[src/rtl/mem_stage_lsu_if.sv]
// Data-memory bus between the MEM-stage LSU and the data memory.
// The LSU holds dm_req until a single-cycle dm_ack returns.
interface mem_stage_lsu_if;
    logic        dm_req;
    logic        dm_we;
    logic [31:0] dm_addr;
    logic [3:0]  dm_be;
    logic [31:0] dm_wdata;
    logic        dm_ack;
    logic [31:0] dm_rdata;

    modport master (
        output dm_req,
        output dm_we,
        output dm_addr,
        output dm_be,
        output dm_wdata,
        input  dm_ack,
        input  dm_rdata
    );

    modport slave (
        input  dm_req,
        input  dm_we,
        input  dm_addr,
        input  dm_be,
        input  dm_wdata,
        output dm_ack,
        output dm_rdata
    );
endinterface

[src/rtl/mem_stage_lsu.sv]
// MEM-stage load/store unit: EX/MEM controls -> data-memory handshake.
// Optional LSU_ERR_STATUS_EN adds sticky err_addr/err_code outputs.
module mem_stage_lsu #(
    parameter int TIMEOUT_CYCLES = 16
) (
    input  logic                  clk,
    input  logic                  rst_n,
    input  logic                  mem_read,
    input  logic                  mem_write,
    input  logic [1:0]            mem_size,
    input  logic                  mem_unsigned,
    input  logic [31:0]           addr,
    input  logic [31:0]           wdata,
    mem_stage_lsu_if.master       dm,
    output logic [31:0]           load_data,
`ifdef LSU_ERR_STATUS_EN
    output logic [31:0]           err_addr,
    output logic [1:0]            err_code,
`endif
    output logic                  stall,
    output logic                  misalign,
    output logic                  bus_err
);

    typedef enum logic [1:0] {
        S_IDLE   = 2'd0,
        S_ACCESS = 2'd1,
        S_DONE   = 2'd2
    } state_t;

    state_t      state_q, state_d;
    logic        req_q, req_d;
    logic        we_q, we_d;
    logic [31:0] addr_q, addr_d;
    logic [3:0]  be_q, be_d;
    logic [31:0] wdata_q, wdata_d;
    logic [1:0]  size_q, size_d;
    logic        uns_q, uns_d;
    logic [7:0]  cnt_q, cnt_d;
    logic [31:0] load_q, load_d;
    logic        misalign_q, misalign_d;
    logic        bus_err_q, bus_err_d;
`ifdef LSU_ERR_STATUS_EN
    logic [31:0] err_addr_q, err_addr_d;
    logic [1:0]  err_code_q, err_code_d;
`endif

    logic        valid;
    logic        aligned;
    logic [3:0]  be_new;
    logic [31:0] wdata_new;
    logic [31:0] rshift;
    logic [31:0] rfmt;
    logic [7:0]  cnt_inc;

    assign valid   = mem_read | mem_write;
    assign cnt_inc = cnt_q + 8'd1;
    assign rshift  = dm.dm_rdata >> {addr_q[1:0], 3'b000};

    // Alignment check and lane placement of the incoming request
    always_comb begin
        aligned   = 1'b1;
        be_new    = 4'b1111;
        wdata_new = wdata;
        unique case (mem_size)
            2'b00: begin
                be_new    = 4'b0001 << addr[1:0];
                wdata_new = {4{wdata[7:0]}};
            end
            2'b01: begin
                aligned   = ~addr[0];
                be_new    = addr[1] ? 4'b1100 : 4'b0011;
                wdata_new = {2{wdata[15:0]}};
            end
            default: begin
                aligned = (addr[1:0] == 2'b00);
            end
        endcase
    end

    // Extract the addressed lane from returned data and extend it
    always_comb begin
        unique case (size_q)
            2'b00:   rfmt = {{24{~uns_q & rshift[7]}}, rshift[7:0]};
            2'b01:   rfmt = {{16{~uns_q & rshift[15]}}, rshift[15:0]};
            default: rfmt = dm.dm_rdata;
        endcase
    end

    // Next-state and output computation for the IDLE/ACCESS/DONE sequence
    always_comb begin
        state_d    = state_q;
        req_d      = req_q;
        we_d       = we_q;
        addr_d     = addr_q;
        be_d       = be_q;
        wdata_d    = wdata_q;
        size_d     = size_q;
        uns_d      = uns_q;
        cnt_d      = cnt_q;
        load_d     = load_q;
        misalign_d = 1'b0;
        bus_err_d  = 1'b0;
        stall      = 1'b0;
`ifdef LSU_ERR_STATUS_EN
        err_addr_d = err_addr_q;
        err_code_d = err_code_q;
`endif
        unique case (state_q)
            S_IDLE: begin
                if (valid && aligned) begin
                    stall   = 1'b1;
                    state_d = S_ACCESS;
                    req_d   = 1'b1;
                    we_d    = mem_write;
                    addr_d  = addr;
                    be_d    = be_new;
                    wdata_d = wdata_new;
                    size_d  = mem_size;
                    uns_d   = mem_unsigned;
                    cnt_d   = 8'd0;
                end else if (valid) begin
                    misalign_d = 1'b1;
                    load_d     = 32'd0;
`ifdef LSU_ERR_STATUS_EN
                    if (err_code_q == 2'b00) begin
                        err_addr_d = addr;
                        err_code_d = 2'b01;
                    end
`endif
                end
            end
            S_ACCESS: begin
                stall = 1'b1;
                cnt_d = cnt_inc;
                if (dm.dm_ack) begin
                    req_d   = 1'b0;
                    cnt_d   = 8'd0;
                    state_d = S_DONE;
                    if (!we_q) begin
                        load_d = rfmt;
                    end
                end else if (cnt_inc == TIMEOUT_CYCLES[7:0]) begin
                    req_d     = 1'b0;
                    cnt_d     = 8'd0;
                    bus_err_d = 1'b1;
                    load_d    = 32'd0;
                    state_d   = S_DONE;
`ifdef LSU_ERR_STATUS_EN
                    if (err_code_q == 2'b00) begin
                        err_addr_d = addr_q;
                        err_code_d = 2'b10;
                    end
`endif
                end
            end
            S_DONE: begin
                // Inputs here still belong to the finished instruction
                state_d = S_IDLE;
            end
            default: begin
                state_d = S_IDLE;
                req_d   = 1'b0;
            end
        endcase
    end

    // State register with synchronous active-low reset
    always_ff @(posedge clk) begin
        if (!rst_n) begin
            state_q    <= S_IDLE;
            req_q      <= 1'b0;
            we_q       <= 1'b0;
            addr_q     <= 32'd0;
            be_q       <= 4'd0;
            wdata_q    <= 32'd0;
            size_q     <= 2'd0;
            uns_q      <= 1'b0;
            cnt_q      <= 8'd0;
            load_q     <= 32'd0;
            misalign_q <= 1'b0;
            bus_err_q  <= 1'b0;
`ifdef LSU_ERR_STATUS_EN
            err_addr_q <= 32'd0;
            err_code_q <= 2'd0;
`endif
        end else begin
            state_q    <= state_d;
            req_q      <= req_d;
            we_q       <= we_d;
            addr_q     <= addr_d;
            be_q       <= be_d;
            wdata_q    <= wdata_d;
            size_q     <= size_d;
            uns_q      <= uns_d;
            cnt_q      <= cnt_d;
            load_q     <= load_d;
            misalign_q <= misalign_d;
            bus_err_q  <= bus_err_d;
`ifdef LSU_ERR_STATUS_EN
            err_addr_q <= err_addr_d;
            err_code_q <= err_code_d;
`endif
        end
    end

    assign dm.dm_req   = req_q;
    assign dm.dm_we    = we_q;
    assign dm.dm_addr  = {addr_q[31:2], 2'b00};
    assign dm.dm_be    = be_q;
    assign dm.dm_wdata = wdata_q;
    assign load_data   = load_q;
    assign misalign    = misalign_q;
    assign bus_err     = bus_err_q;
`ifdef LSU_ERR_STATUS_EN
    assign err_addr    = err_addr_q;
    assign err_code    = err_code_q;
`endif

endmodule

[src/flat_wrapper.sv]
// flat-port wrapper written by rule: the top's interface ports become plain ports
module mem_stage_lsu_flat 
#(
    parameter int TIMEOUT_CYCLES = 16
)
  (clk, rst_n, mem_read, mem_write, mem_size, mem_unsigned, addr, wdata, load_data, stall, misalign, bus_err, dm_dm_req, dm_dm_we, dm_dm_addr, dm_dm_be, dm_dm_wdata, dm_dm_ack, dm_dm_rdata);
  mem_stage_lsu_if dm_i ();
  input  logic clk;
  input  logic rst_n;
  input  logic mem_read;
  input  logic mem_write;
  input  logic [1:0] mem_size;
  input  logic mem_unsigned;
  input  logic [31:0] addr;
  input  logic [31:0] wdata;
  output logic [31:0] load_data;
  output logic stall;
  output logic misalign;
  output logic bus_err;
  output wire logic [$bits(dm_i.dm_req)-1:0] dm_dm_req;
  output wire logic [$bits(dm_i.dm_we)-1:0] dm_dm_we;
  output wire logic [$bits(dm_i.dm_addr)-1:0] dm_dm_addr;
  output wire logic [$bits(dm_i.dm_be)-1:0] dm_dm_be;
  output wire logic [$bits(dm_i.dm_wdata)-1:0] dm_dm_wdata;
  input wire logic [$bits(dm_i.dm_ack)-1:0] dm_dm_ack;
  input wire logic [$bits(dm_i.dm_rdata)-1:0] dm_dm_rdata;
  assign dm_dm_req = dm_i.dm_req;
  assign dm_dm_we = dm_i.dm_we;
  assign dm_dm_addr = dm_i.dm_addr;
  assign dm_dm_be = dm_i.dm_be;
  assign dm_dm_wdata = dm_i.dm_wdata;
  assign dm_i.dm_ack = dm_dm_ack;
  assign dm_i.dm_rdata = dm_dm_rdata;
  mem_stage_lsu #(.TIMEOUT_CYCLES(TIMEOUT_CYCLES)) u_core (.clk(clk), .rst_n(rst_n), .mem_read(mem_read), .mem_write(mem_write), .mem_size(mem_size), .mem_unsigned(mem_unsigned), .addr(addr), .wdata(wdata), .dm(dm_i), .load_data(load_data), .stall(stall), .misalign(misalign), .bus_err(bus_err));
endmodule
[config.mk]
export PLATFORM = sky130hd
export DESIGN_NAME = mem_stage_lsu_flat
export DESIGN_NICKNAME = d
export VERILOG_FILES = /design/src/rtl/mem_stage_lsu_if.sv /design/src/rtl/mem_stage_lsu.sv /design/src/flat_wrapper.sv
export SDC_FILE = /design/constraint.sdc
export NUM_CORES = 1
export LEC_CHECK = 0
export ABC_AREA = 1
export CORE_MARGIN = 5
export CORE_UTILIZATION = 45
export DETAILED_ROUTE_END_ITERATION = 16
export PLACE_DENSITY = 0.85
export SYNTH_ARGS = -nofsm -noshare
export SYNTH_HDL_FRONTEND = slang
export SYNTH_SLANG_ARGS = --single-unit
[constraint.sdc]
create_clock -name clk -period 5.38 [get_ports clk]
set_clock_uncertainty 0.05 [all_clocks]
set_input_delay 1.076 -clock clk [delete_from_list [all_inputs] [get_ports clk]]
set_output_delay 1.076 -clock clk [all_outputs]
set_load 0.01 [all_outputs]
-- Word-level counts from Yosys, hierarchy flattened
Index checks and enable logic that the tools add are counted.
- bits in writable memories: 0
- output and inout bits: 105
- ROM bits: 0
- bits in registers: 117
- memories kept: 0
- bits in latches: 0
- equality and inequality tests: 10
- magnitude comparators: 0
- shift-type cells: 2
- bitwise gates (word level): 9
- div/mod/pow operators: 0
- reductions and logical operators: 13
- mux-type cells: 27
- $add $sub $neg: 1
- $mul: 0
- operator list (operator ; count):
    case mux 32 bit (2 select lines) ; 3
    2-to-1 mux 32 bit ; 5
    right shift 32 x 5 -> 16 bit ; 1
    2-to-1 mux 8 bit ; 3
    case mux 8 bit (2 select lines) ; 1
    adder 8 x 1 -> 8 bit (second input constant) ; 1
    equality test 8 x 5 -> 1 bit (second input constant) ; 1
    logical NOT 2 bit ; 4
    case mux 4 bit (2 select lines) ; 1
    equality test 2 x 1 -> 1 bit (second input constant) ; 3
    2-to-1 mux 1 bit ; 6
    2-to-1 mux 2 bit ; 3
    NOT 1 bit ; 6
    AND reduction 2 bit ; 3
    OR reduction 3 bit ; 2
    AND reduction 5 bit ; 1
    2-to-1 mux 4 bit ; 1
    inequality test 2 x 1 -> 1 bit (second input constant) ; 2
    case mux 1 bit (2 select lines) ; 2
    case mux 2 bit (2 select lines) ; 1
    left shift 1 x 2 -> 4 bit (first input constant) ; 1
    inequality test 3 x 2 -> 1 bit (second input constant) ; 1
    inequality test 3 bit (second input constant) ; 1
    case mux 1 bit (3 select lines) ; 1
    other kinds (7) ; 8

-- Logic depth before layout (Yosys ltp)
- depth in word-level cells: 6
- mapped depth: 14
- mapped depth without buffers: 13

-- Least setup slack after synthesis
No wires, ideal clock.
- path kind: input-to-output
- from: input mem_size[1]
- to: output stall
- stages on the path: 7
- required time: 4.254 ns
- arrival: 1.899 ns
- path slack: 2.355 ns
- path through: buf_2 -> o21ai_1 -> nand2_2 -> inv_2 -> buf_6 -> nor2_4 -> inv_1
- longest elaborated chain between the ends: 5
- elaborated cells on any way between the ends: 6
- classes of those cells: eq/ne (1); mux (3); reduce/logical (2)
- RTL lines (what ; RTL line ; RTL):
    start, declared ; flat_wrapper.sv:12 ; input logic [1:0] mem_size;
    equality test 2 x 1 -> 1 bit or logical NOT 2 bit (tied branches) ; mem_stage_lsu.sv:65 ; unique case (mem_size)
    case mux 1 bit (2 select lines) * ; mem_stage_lsu.sv:65 ;
    logical AND 1 bit * ; mem_stage_lsu.sv:111 ; if (valid && aligned) begin
    2-to-1 mux 1 bit * ; mem_stage_lsu.sv:111 ;
    case mux 1 bit (2 select lines) * ; mem_stage_lsu.sv:109 ; unique case (state_q)
    end, declared ; flat_wrapper.sv:17 ; output logic stall;
Mark *: on every way between the ends. The rest lies on a longest branch, timed or not.

-- Worst setup path after layout
Ends and elaborated chain as after synthesis.

==> results by group <==
Timing
  – RSZ-0062 raised after global routing: false
  – Max-slew violation count: 0
  – Setup TNS: 0 ns
  – Rel. slew slack: 32.64%
  – FMAX: 244.6 MHz
  – Final setup fails: 0
  – Worst Max-Slew Pin Slew: 1.008 ns
  – PnR worst setup slack: 1.292 ns
  – Final Critical Period: 4.088 ns
  – Final hold violation count: 0
  – Final period util: 75.99%

Route
  – Vias: 6047
  – First-pass DRT Iterations: 6
  – Vias per cell: 5.107
  – Initial DRC count: 565
  – Detailed Route WL: 17690 um
  – Post-route ant nets: 0
  – Drc violations: 0
  – WL/cell: 14.94 um

CTS
  – PostCTS Resize Cnt: 0
  – Worst skew pair latency: 0.41 ns
  – Clk sink count: 117
  – Max H-tree Level: 4
  – Cts hold-fix bufs: 0
  – CTS tree: done
  – Clock slew at reported path FFs: 0.05 ns
  – Deepest clock path buffer count: 2
  – Clk root buf: clkbuf_16
  – Setup bufs post-CTS: 0
  – Total CTS buffers: 17

Yosys
  – Post-synth top area cell: dfxtp_1
  – Synth Register Bits: 117
  – Synth cell types: 39
  – XOR/XNOR Fraction of Synth Area: 0.1510%
  – Synth Area in Compound Gates: 19.58%
  – Synth Area in Adders: 0.4313%
  – Top FF cell, synth: dfxtp_1
  – Area share of the largest cell type after synthesis: 40.37%
  – Synth top area cells: dfxtp_1, nand2_1, nor2_1
  – EDFF count, synth: 0
  – Syn Inst Count: 856
  – Syn avg cell area: 6.778 um^2
  – Asr flop ratio synth: 0%
  – Mux cell area share after synthesis: 0%
  – Synth warn: 0
  – Largest family of logic cells by synthesized area: simple AND/OR/NAND/NOR gates
  – Fraction of the mapped netlist area in simple logic gates: 26.57%
  – Post-synth design cell area: 5802 um^2
  – Seq/Total Area, Yosys: 40.37%

Run
  – Max Cap Viol: 0

Setup path
  – Crit Path Max Fanout: 11
  – Slowest CP cell: clkdlybuf4s50_1
  – Worst EP arrival: 2.96 ns
  – Required time of the critical path: 4.25 ns
  – Critical path class: in2out
  – CP Buf/Inv Count: 5
  – CP cell instances: clkdlybuf4s50_1, inv_1, o21ai_1, o21ai_1, nand2_2, inv_2, nor2_4, inv_1, clkdlybuf4s50_1
  – Crit path largest cell delay: 0.50 ns
  – CP endpoint kind: primary output
  – Largest delay share family, worst path: buffers and inverters
  – Type of origin of the critical path: input port

Run status
  – Outcome: finished clean

Finish
  – Commonest non-fill, non-tap cell in the layout: clkdlybuf4s50_1
  – Sequential cell area: 2342 um^2
  – Area delta synth->final: 41.23%
  – Most frequent cells in the layout: clkdlybuf4s50_1, nand2_1, nor2_1
  – Ant. Diodes: 0
  – Fillers: 1130
  – Post-layout net count: 1105
  – Multi-input gate area: 2719 um^2
  – Layout cells sized above 1: 4.941%

Power and ir drop
  – Pwr/cell area: 348.6 nW/um^2
  – Pwr Total: 2.857 mW
  – Leakage dissipation: 3.353 nW
  – Max IR drop VDD: 200.4 uV

Floorplan
  – Chip Width: 123.5 um
  – Die area: 15260 um^2
  – Core ar.: 12620 um^2
  – Row cnt: 41
  – Die Y: 123.5 um
  – Initial cell density of the core: 45.97%
  – I/O pins: 209

Placed design
  – Port bufs: 206
  – Final GP Congestion: 0.8787
  – Place WS: 1.283 ns
  – HPWL Detailed: 12440 um

Global routing
  – Largest net degree at the start of global routing: 98
  – Tot GR Track Use: 23.00%
  – Number of global-route vias before repair: 5649
  – Global-route wire length before repair: 27810 um
  – Total global routing overflow: 0
  – Initial antenna violation count: 0

Worst hold path
  – HP Class: reg2reg
## cell families after synthesis
logic type,after synthesis
AND/OR/NAND/NOR,377
AO/OA/AOI/OAI,211
buffers and inverters,147
flip-flops,117
adder cells (fa/ha/maj),2
XOR/XNOR,1
other,1
## per-layer routing
metal | wire, um | share of wire, % | global-route usage (%)
met1 | 6972 | 39 | 27.15
met2 | 8681 | 49 | 38.67
met3 | 1585 | 9.0 | 7.228
met4 | 449 | 2.5 | 9.412
met5 | 0 | 0 | 0
## flip-flops by register name, summed over array words and instances, names as in the netlist
signal	cells
u_core.misalign	1
u_core.dm.dm_wdata	32
u_core.addr_q	32
u_core.dm.dm_we	1
u_core.size_q	2
u_core.state_q	2
u_core.cnt_q	8
u_core.load_data	32
u_core.dm.dm_be	4
u_core.uns_q	1
u_core.dm.dm_req	1
u_core.bus_err	1
## final timing paths
path | cells after the start | startpoint | to | slack (ns)
worst min-delay path | 2 | u_core.dm.dm_req$_SDFFE_PN0P_ | u_core.dm.dm_req$_SDFFE_PN0P_ | 0.41
worst max register to register | 9 | u_core.state_q[0]$_SDFFE_PN0P_ | u_core.load_data[8]$_SDFFE_PN0P_ | 2.48
worst max-delay path | 9 | mem_size[1] | stall | 1.29
worst min register to register | 2 | u_core.dm.dm_req$_SDFFE_PN0P_ | u_core.dm.dm_req$_SDFFE_PN0P_ | 0.41
## stage by stage
stage          hold slack, ns  util, %  instances  area [um^2]
4_1_cts                0.4144    64.93       1184         8194
5_1_grt                0.4395    64.93       1184         8194
3_5_place_dp           0.4067    60.13       1152         7589
2_1_floorplan          0.3947        -        857         5806
3_3_place_gp           0.4011    60.13       1152         7589
6_report               0.4110    64.93       1184         8194
## Yosys cell counts (2+ instances only)
cell	number
a211oi_1	4
a21oi_1	78
a22o_1	2
a311oi_1	2
a31oi_1	16
a41oi_1	2
buf_2	19
buf_4	35
buf_6	5
clkbuf_1	27
dfxtp_1	117
ha_1	2
inv_1	57
inv_2	2
nand2_1	169
nand2_2	2
nand3_1	37
nand3_4	2
nand4_1	2
nor2_1	155
nor2_2	2
nor2_4	2
nor4_1	2
o21a_1	2
o21ai_0	89
o21ai_1	4
o21bai_1	2
o22ai_1	7
## power breakdown
part	internal, mW	leakage [nW]	switching, mW
registers	0.962	0.965	0.0591
clock network	0.709	0.295	0.450
logic	0.327	2.09	0.350
total	2.00	3.35	0.859
## worst reg2reg max path, delay by kind of cell (launching register included)
| kind | cells | cell delay [ns] |
|---|---|---|
| simple gates | 7 | 2.18 |
| flops | 1 | 0.32 |
| compound gates | 1 | 0.21 |
| buf+inv | 1 | 0.08 |
## cell type report
cell class,instances,area share (%)
Sequential cell,117,28.58
Tap cell,172,2.626
Multi-Input combinational cell,593,33.18
Clock inverter,14,2.031
Inverter,60,2.749
Clock buffer,18,5.360
Timing Repair Buffer,210,25.47
No activity file was read; power rests on OpenSTA's default activity.
==> RTL edit: new RTL, same settings <==
`addr_q`, `be_q` and `wdata_q` no longer have a reset.
--- a/src/rtl/mem_stage_lsu.sv
+++ b/src/rtl/mem_stage_lsu.sv
@@ -172,7 +172,4 @@
             req_q      <= 1'b0;
             we_q       <= 1'b0;
-            addr_q     <= 32'd0;
-            be_q       <= 4'd0;
-            wdata_q    <= 32'd0;
             size_q     <= 2'd0;
             uns_q      <= 1'b0;
@@ -189,7 +186,4 @@
             req_q      <= req_d;
             we_q       <= we_d;
-            addr_q     <= addr_d;
-            be_q       <= be_d;
-            wdata_q    <= wdata_d;
             size_q     <= size_d;
             uns_q      <= uns_d;
@@ -203,4 +197,10 @@
 `endif
         end
+    end
+
+    always_ff @(posedge clk) begin
+        addr_q  <= addr_d;
+        be_q    <= be_d;
+        wdata_q <= wdata_d;
     end
 
Behaviour: not the same (a bounded check fails within 4 cycles, from zero or initial values and one cycle with rst_n low).
==> RTL edit against the original RTL <==
  * Sequential share of layout area is 9.0 points higher
  * Sequential cell count is the same
  * Via count down 16%
  * Power shrank 7.4%
  * Area after synthesis fell by 3.6%
  * Clock power down 14%
  * Worst hold slack hardly changed
  * Worst setup slack got worse by 220 ps
  * Synthesized cell count decreased by 21%
  * Final area shrank 1.9%
  * Routed wire length is 6.5% lower
  * Largest power group is now registers
==> RTL edit: results (changes against the original RTL) <==
[global_routing]
grt_start_max_net_pins = 69  ; -30%
grt_first_pass_wirelength_mm = 24.8  ; -11%
grt_pass1_vias = 4760  ; -16%
grt_use_total_pct = 21.9  ; -1.1 points

[logic_synthesis]
synth_common_cells = nand2_1, nor2_1, edfxtp_1, inv_1, a21oi_1
synth-seq-area-share_pct = 54.0  ; +14 points
yosys-top-cells-area = edfxtp_1, dfxtp_1, nand2_1
ys.flop_type = edfxtp_1
synth-xor-area-share_pct = 0  ; -0.15 points
yosys.cell_types.count = 30  ; -23%
synth_edf_count = 68  ; +68
syn_inst = 672  ; -21%

[layout]
nMultiInputCombCells = 426  ; -28%
nClkBuffers = 19  ; +1
layoutNonFillerInstCount = 1019  ; -14%
num-nets-final = 945  ; -14%
fillers = 974  ; -14%
nonClkBufAreaFrac_pct = 26.2  ; +0.75 points
inv_count = 65  ; +8.3%
clkCellAreaFrac_pct = 6.51  ; -0.88 points
seq_area_um2 = 3020  ; +29%
drive_above_1_share_pct = 4.82  ; -0.12 points
n_all_buffers = 212  ; +0.95%

[routing]
drt_iter0_drc = 532  ; -5.8%

[power_and_ir_drop]
leakagePower_nw = 3.22  ; -4.0%
p_clk_share_pct = 37.9  ; -2.7 points
power_switching_mw = 0.710  ; -17%
peakVddDrop_v = 0.000186  ; -7.1%

[critical_path]
crit_arrival_ps = 3190  ; +230 ps
worstPathMaxFanout = 21  ; +10

[place]
dp_cells = 988  ; -14%
gp_congestion = 0.944  ; +7.4%
preCtsSetupSlack_ps = 1080  ; -198 ps
place_area_um2 = 7510  ; -0.99%
dp_hpwl_mm = 12.1  ; -2.4%

[timing]
slew_headroom_pct = 33.7  ; +1.0 points

[floorplan]
rows = 40  ; -2.4%

[status]
status = finished clean

RTL edit: cell types whose count changed after synthesis, moves of 4 or more:
cell | before | now
nand3_1 | 37 | 47
buf_6 | 5 | 1
edfxtp_1 | 0 | 68
a31oi_1 | 16 | 6
a21oi_1 | 78 | 55
dfxtp_1 | 117 | 49
o21ai_0 | 89 | 40
o211ai_1 | 1 | 9
inv_1 | 57 | 62
clkbuf_1 | 27 | 13
nor2_1 | 155 | 69
buf_2 | 19 | 13
RTL edit: path summary, 6_finish.rpt:
kind	start	cells after the start	endpoint	slack, ps
worst min register to register	u_core.dm.dm_req	2	u_core.dm.dm_req	410
worst min-delay path	u_core.dm.dm_req	2	u_core.dm.dm_req	410
worst max register to register	u_core.size_q[1]	9	u_core.load_data[2]	3000
worst max-delay path	mem_size[1]	9	stall	1070
RTL edit: cells by family (layout without fill, tap and decap cells):
family | Yosys count | in the layout
and+or+nand+nor | 300 | 300
buffers and inverters | 130 | 308
AOI/OAI and AO/OA | 122 | 122
DFF | 117 | 117
adders and majority gates | 2 | 2
other | 1 | 2
RTL edit: metrics by stage:
step | util [%] | hold WS [ps]
final | 66.4 | 411
after floorplan | - | 395
after global placement | 62.0 | 403
after detailed placement | 62.0 | 413
after global routing | 66.4 | 430
after CTS | 66.4 | 418
RTL edit: worst max-delay path, cell delays in order:
cell and delay (ps):
clkdlybuf4s50_1 450, buf_4 240, inv_1 240, o21ai_1 170, o21ai_0 120, nand2_1 90, buf_4 180, nand2_1 110
clkdlybuf4s50_1 500
RTL edit: metal layers:
layer  GRT usage (%)  up-vias  wire length [um]
li1                -     2515                 -
met1            27.5     2354              6720
met2            35.2      180              8230
met3            6.25       30              1150
met4            9.38        0               432
met5               0        -                 0
